[src/rtl/mem_stage_if.sv]
// Byte-wide data-RAM bus between mem_stage (master) and the data RAM (slave).
// One byte per req/ack transaction; ram_din is valid while ram_ack is high.
interface mem_stage_if #(
  parameter int ADDR_W = 32
);
  logic              ram_en;
  logic              ram_wr;
  logic [ADDR_W-1:0] ram_addr;
  logic [7:0]        ram_dout;
  logic [7:0]        ram_din;
  logic              ram_ack;

  modport master (output ram_en, ram_wr, ram_addr, ram_dout, input ram_din, ram_ack);
  modport slave  (input ram_en, ram_wr, ram_addr, ram_dout, output ram_din, ram_ack);
endinterface

[src/rtl/mem_stage.sv]
// RISC-V MEM stage: byte-serial loads/stores over a req/ack RAM bus, stalling meanwhile.
// Optional macro MEM_STAGE_MISALIGN_TRAP_EN traps misaligned half/word accesses.
module mem_stage #(
  parameter int ADDR_W      = 32,
  parameter int ACK_TIMEOUT = 0
) (
  input  logic        clk,
  input  logic        rst,
  input  logic [2:0]  mem_read,
  input  logic [1:0]  mem_write,
  input  logic [4:0]  mem_wd,
  input  logic        mem_wreg,
  input  logic [31:0] mem_waddr,
  input  logic [31:0] mem_wdata,
  output logic [4:0]  wb_wd,
  output logic        wb_wreg,
  output logic [31:0] wb_wdata,
  output logic        stall_mem,
  output logic        misalign_err,
  mem_stage_if.master ram
);

  typedef enum logic [1:0] {IDLE, REQ, WAIT, FIN} state_t;
  localparam int TW = (ACK_TIMEOUT > 1) ? $clog2(ACK_TIMEOUT) : 1;

  state_t            state, state_nx;
  logic [1:0]        idx, last;
  logic [2:0]        op_rd;
  logic              op_ld, wreg_q, tmo_q;
  logic [ADDR_W-1:0] addr_q;
  logic [31:0]       data_q, acc;
  logic [4:0]        wd_q;
  logic [TW-1:0]     tcnt;

  logic       is_ld, is_st, is_mem, misal, tmo_hit;
  logic [1:0] len_m1;
  logic [31:0] ld_val;

  // Decode: a valid read kind wins over any store kind
  always_comb begin
    is_ld  = (mem_read != 3'd0) && (mem_read < 3'd6);
    is_st  = !is_ld && (mem_write != 2'd0);
    is_mem = is_ld || is_st;
    len_m1 = 2'd0;
    if (is_ld) begin
      case (mem_read)
        3'd2, 3'd5: len_m1 = 2'd1;
        3'd3:       len_m1 = 2'd3;
        default:    len_m1 = 2'd0;
      endcase
    end else begin
      case (mem_write)
        2'd2:    len_m1 = 2'd1;
        2'd3:    len_m1 = 2'd3;
        default: len_m1 = 2'd0;
      endcase
    end
`ifdef MEM_STAGE_MISALIGN_TRAP_EN
    misal = is_mem && (((len_m1 == 2'd1) && mem_waddr[0]) ||
                       ((len_m1 == 2'd3) && (mem_waddr[1:0] != 2'd0)));
`else
    misal = 1'b0;
`endif
  end

  assign tmo_hit = (ACK_TIMEOUT > 0) && (32'(tcnt) == 32'(ACK_TIMEOUT - 1));

  always_comb begin
    case (op_rd)
      3'd1:    ld_val = {{24{acc[7]}}, acc[7:0]};
      3'd4:    ld_val = {24'd0, acc[7:0]};
      3'd2:    ld_val = {{16{acc[15]}}, acc[15:0]};
      3'd5:    ld_val = {16'd0, acc[15:0]};
      default: ld_val = acc;
    endcase
  end

  always_ff @(posedge clk or posedge rst) begin
    if (rst) state <= IDLE;
    else     state <= state_nx;
  end

  always_comb begin
    state_nx     = state;
    stall_mem    = 1'b0;
    misalign_err = 1'b0;
    wb_wd        = mem_wd;
    wb_wreg      = 1'b0;
    wb_wdata     = mem_wdata;
    ram.ram_en   = 1'b0;
    case (state)
      IDLE: begin
        if (!is_mem) begin
          wb_wreg = mem_wreg;
        end else if (misal) begin
          misalign_err = 1'b1;
          wb_wdata     = mem_waddr;
        end else begin
          stall_mem = 1'b1;
          state_nx  = REQ;
        end
      end
      REQ: begin
        ram.ram_en = 1'b1;
        stall_mem  = 1'b1;
        state_nx   = WAIT;
      end
      WAIT: begin
        ram.ram_en = 1'b1;
        stall_mem  = 1'b1;
        if (ram.ram_ack) state_nx = (idx == last) ? FIN : REQ;
        else if (tmo_hit) state_nx = FIN;
      end
      FIN: begin
        wb_wd    = wd_q;
        wb_wreg  = wreg_q && !tmo_q;
        wb_wdata = op_ld ? ld_val : data_q;
        state_nx = IDLE;
      end
      default: state_nx = IDLE;
    endcase
    // Outputs are forced quiet while reset is held, including the passthrough path
    if (rst) begin
      stall_mem    = 1'b0;
      misalign_err = 1'b0;
      wb_wd        = 5'd0;
      wb_wreg      = 1'b0;
      wb_wdata     = 32'd0;
    end
  end

  assign ram.ram_wr   = ram.ram_en && !op_ld;
  assign ram.ram_addr = ram.ram_en ? addr_q + {{(ADDR_W-2){1'b0}}, idx} : '0;
  assign ram.ram_dout = ram.ram_en ? data_q[8*idx +: 8] : 8'd0;

  always_ff @(posedge clk or posedge rst) begin
    if (rst) begin
      idx <= '0; last <= '0; op_rd <= '0; op_ld <= 1'b0; wreg_q <= 1'b0;
      tmo_q <= 1'b0; addr_q <= '0; data_q <= '0; acc <= '0; wd_q <= '0; tcnt <= '0;
    end else begin
      case (state)
        IDLE: if (is_mem && !misal) begin
          idx    <= '0;
          last   <= len_m1;
          op_rd  <= is_ld ? mem_read : 3'd0;
          op_ld  <= is_ld;
          addr_q <= mem_waddr[ADDR_W-1:0];
          data_q <= mem_wdata;
          wd_q   <= mem_wd;
          wreg_q <= mem_wreg;
          acc    <= '0;
          tmo_q  <= 1'b0;
        end
        REQ: tcnt <= '0;
        WAIT: begin
          if (ram.ram_ack) begin
            if (op_ld) acc[8*idx +: 8] <= ram.ram_din;
            if (idx != last) idx <= idx + 2'd1;
          end else begin
            tcnt <= tcnt + 1'b1;
            if (tmo_hit) tmo_q <= 1'b1;
          end
        end
        default: ;
      endcase
    end
  end

endmodule

[src/flat_wrapper.sv]
// flat-port wrapper written by rule: the top's interface ports become plain ports
module mem_stage_flat 
#(
  parameter int ADDR_W      = 32,
  parameter int ACK_TIMEOUT = 0
)
  (clk, rst, mem_read, mem_write, mem_wd, mem_wreg, mem_waddr, mem_wdata, wb_wd, wb_wreg, wb_wdata, stall_mem, misalign_err, ram_ram_en, ram_ram_wr, ram_ram_addr, ram_ram_dout, ram_ram_din, ram_ram_ack);
  mem_stage_if #(.ADDR_W(ADDR_W)) ram_i ();
  input  logic clk;
  input  logic rst;
  input  logic [2:0] mem_read;
  input  logic [1:0] mem_write;
  input  logic [4:0] mem_wd;
  input  logic mem_wreg;
  input  logic [31:0] mem_waddr;
  input  logic [31:0] mem_wdata;
  output logic [4:0] wb_wd;
  output logic wb_wreg;
  output logic [31:0] wb_wdata;
  output logic stall_mem;
  output logic misalign_err;
  output wire logic [$bits(ram_i.ram_en)-1:0] ram_ram_en;
  output wire logic [$bits(ram_i.ram_wr)-1:0] ram_ram_wr;
  output wire logic [$bits(ram_i.ram_addr)-1:0] ram_ram_addr;
  output wire logic [$bits(ram_i.ram_dout)-1:0] ram_ram_dout;
  input wire logic [$bits(ram_i.ram_din)-1:0] ram_ram_din;
  input wire logic [$bits(ram_i.ram_ack)-1:0] ram_ram_ack;
  assign ram_ram_en = ram_i.ram_en;
  assign ram_ram_wr = ram_i.ram_wr;
  assign ram_ram_addr = ram_i.ram_addr;
  assign ram_ram_dout = ram_i.ram_dout;
  assign ram_i.ram_din = ram_ram_din;
  assign ram_i.ram_ack = ram_ram_ack;
  mem_stage #(.ADDR_W(ADDR_W), .ACK_TIMEOUT(ACK_TIMEOUT)) u_core (.clk(clk), .rst(rst), .mem_read(mem_read), .mem_write(mem_write), .mem_wd(mem_wd), .mem_wreg(mem_wreg), .mem_waddr(mem_waddr), .mem_wdata(mem_wdata), .wb_wd(wb_wd), .wb_wreg(wb_wreg), .wb_wdata(wb_wdata), .stall_mem(stall_mem), .misalign_err(misalign_err), .ram(ram_i));
endmodule
[config.mk]
export PLATFORM = sky130hd
export DESIGN_NAME = mem_stage_flat
export DESIGN_NICKNAME = d
export VERILOG_FILES = /design/src/rtl/mem_stage_if.sv /design/src/rtl/mem_stage.sv /design/src/flat_wrapper.sv
export SDC_FILE = /design/constraint.sdc
export NUM_CORES = 1
export LEC_CHECK = 0
export BUFFER_PORTS_ARGS = -buffer_cell sky130_fd_sc_hd__buf_2
export CAP_MARGIN = 20
export CELL_PAD_IN_SITES_DETAIL_PLACEMENT = 1
export CELL_PAD_IN_SITES_GLOBAL_PLACEMENT = 2
export CORE_MARGIN = 2
export CORE_UTILIZATION = 33
export DETAILED_ROUTE_END_ITERATION = 7
export PLACE_DENSITY = 0.85
export SYNTH_ARGS = -nofsm -noshare
export SYNTH_HDL_FRONTEND = slang
export SYNTH_SLANG_ARGS = --single-unit
export TNS_END_PERCENT = 5
[constraint.sdc]
create_clock -name clk -period 4.6 [get_ports clk]
set_input_delay 0.23 -clock clk [delete_from_list [all_inputs] [get_ports clk]]
set_output_delay 0.23 -clock clk [all_outputs]
set_load 0.01 [all_outputs]
==> impl_metrics.ini <==
[yosys]
seq_area_frac_synth_pct = 41.16
syn_area_mm2 = 0.006809
synth-compound-area-share_pct = 16.24
synth_top_family_by_area = multiplexers
yosysMostFrequentCell = dfrtp_1
ys.flop_type = dfrtp_1
synth_top_area_share_pct = 41.16
syn_nets = 764
synthXorXnorAreaFrac_pct = 2.058
synth_common_cells = 112 x dfrtp_1, 75 x mux2_2, 52 x nor2_1, 38 x a21oi_1, 34 x clkbuf_1
synth.area.mux_share_pct = 17.99
synth.area.top_cells = dfrtp_1 41%, mux2_2 12%, mux2i_1 2.9%
yosysTopAreaCell = dfrtp_1
ys_async_sr_fraction_pct = 100.0
netlist_instances = 666
yosys_warnings = 0
synthAdderAreaFrac_pct = 2.315
avgSynthCellArea_um2 = 10.22
synth-edff-count = 0
synthSimpleGateAreaFrac_pct = 16.02
ys_ff_latch = 112
synth_cell_types = 49

[floorplanning]
dieWidth_um = 147.6
die_h_um = 147.6
start_util_pct = 33.65
die_area_mm2 = 0.02180
coreArea_mm2 = 0.02023
ios = 168
num_rows = 52

[sta]
finalCriticalPeriod_ns = 3.342
slew_headroom_pct = 34.01
tns_ns = 0
rsz0062_at_grt = no
fin_skew_ns = 0.01240
setup_violations = 0
hold_viol = 0
fmax_ghz = 0.2992
tightest_slew_ns = 0.9899
slew_viol_final = 0
fin_crit_sh_pct = 72.66

[setup_path]
worst_ep_required_time_ns = 4.37
end_kind = output pin
critPathKind = flip-flop to output pin
arrival_ns = 3.11
critPathLaunchType = flip-flop
crit_fanout = 16

[routing]
drtAntennaViolNets = 0
wl_per_cell_um = 19.76
vias = 5893
via_per_inst = 5.451
wl_um = 21360
drc = 0
drtPass1Iterations = 5
drt_iter0_drc = 240

[cells_and_area]
final_core_util_pct = 40.45
stdcell_count = 1081
area_growth_syn_to_layout_pct = 20.21
drive_above_1_share_pct = 36.62
final_nets = 904
diodes = 0

[min_path]
hold_path.class = input port to flip-flop

[clock_tree]
path_clk_slew_ns = 0.08
cts_max_level = 3
cts_buffer_depth = 2
holdBufCountCts = 0
cts_tree = built
clock_sinks = 112
clk_latency_ns = 0.37
cts_made_buffers = 9
cts_setup_buffers = 0
post_cts_resized = 0
root_buffer = clkbuf_16

[power]
power_frac_seq_pct = 33.7
switchingPower_uw = 2455
leakage_uw = 0.003631
pwr-share-comb_pct = 52.1
p_sw_share_pct = 44.67
power_density_mw_per_mm2 = 671.4
clockPowerShare_pct = 14.3
p_int_uw = 3041
max-vdd-ir-drop_mv = 0.2384

[status]
outcome = complete, no violations

[grt]
grt_pass1_vias = 5957
globalRouteTotalUtil_pct = 19.75
grt_pass1_wl_um = 33820
grt_start_max_net_pins = 85
overflow = 0
antenna_found_initial = 0

[job]
drv_cap = 0

[place]
port-buffer-count = 166
place_inst = 1064
dpl.hpwl_um = 15710
place.gp.congestion = 0.7985
## routing by layer
layer | share of wire (%) | track usage, % | routed length, µm
met2 | 47 | 31.40 | 10040
met5 | 0 | 0 | 0
met4 | 1.4 | 5.529 | 300
met1 | 48 | 28.44 | 10200
met3 | 3.9 | 2.377 | 823
## through the flow
stage	worst slack, ns	hold WS [ns]	cell area [µm²]	total power, µW
final	1.258	0.09731	8185	5496
after global routing	1.103	0.09025	8185	5898
after CTS	1.275	0.08913	8158	5539
after detailed placement	1.672	0.4676	7865	4734
after global placement	1.694	0.4631	7860	4661
after floorplan	1.208	0.3627	6809	3704
## registers in the layout (all words and copies together), names as in the netlist
name	flops
u_core.data_q	32
u_core.last	2
u_core.idx	2
u_core.wreg_q	1
u_core.op_ld	1
u_core.op_rd	3
u_core.state	2
u_core.addr_q	32
u_core.wd_q	5
u_core.acc	32
## critical path: stages, from the launching register on
cell	delay (ns)
dfrtp_1	0.77
fa_1	0.35
nand3_1	0.18
or3_1	0.56
or4_1	0.56
a21oi_1	0.17
buf_2	0.17
## layout by cell type, fill, tap and decap left out, drive strengths merged, types with 11 or more instances in the layout
| master | netlist | routed |
|---|---|---|
| nor2 | 52 | 52 |
| mux2i | 20 | 20 |
| nand2 | 25 | 25 |
| nand3 | 12 | 12 |
| a21oi | 38 | 38 |
| o211ai | 18 | 18 |
| dfrtp | 112 | 112 |
| buf | 15 | 178 |
| nand2b | 28 | 28 |
| ha | 11 | 11 |
| a311oi | 16 | 16 |
| o31ai | 14 | 14 |
| mux2 | 75 | 75 |
| or4 | 16 | 16 |
| o21ai | 14 | 14 |
| and2 | 12 | 12 |
| a21bo | 15 | 15 |
| inv | 19 | 21 |
| nand4 | 24 | 24 |
## path summary, 6_finish.rpt
path / start / endpoint / slack (ns) / cells after the start
min in group asynchronous: rst / u_core.data_q[7] / 0.16 / 3
worst max-delay path: u_core.idx[1] / ram_ram_addr[28] / 1.26 / 6
max in group asynchronous: rst / u_core.addr_q[25] / 3.79 / 4
worst min register to register: u_core.acc[0] / u_core.acc[0] / 0.50 / 1
worst max register to register: u_core.idx[1] / u_core.acc[4] / 1.83 / 6
worst min-delay path: mem_waddr[13] / u_core.addr_q[13] / 0.1 / 2
## power groups by stage
stage,Clock [µW],Combinational [µW],Sequential [µW]
after floorplan,0,2060,1650
after global placement,0,2820,1840
after detailed placement,0,2880,1860
after CTS,806,2890,1840
after global routing,843,3140,1910
final,784,2860,1850
## area by class of cell
type | count | area (µm²)
multi-input cells | 486 | 3740
well taps | 270 | 337.8
inverters | 19 | 73.82
flip-flops and latches | 112 | 2803
repair buffers | 178 | 938.4
fillers | 2319 | 12050
clock inverters | 7 | 67.56
clock buffers | 9 | 225.2
## cell families after synthesis
kind of cell	after synthesis
xor+xnor	16
fa+ha+maj	12
compound gates	153
mux	103
buf+inv	68
other cells	1
simple gates	201
flops	112
(Power assumes the default switching activity.)
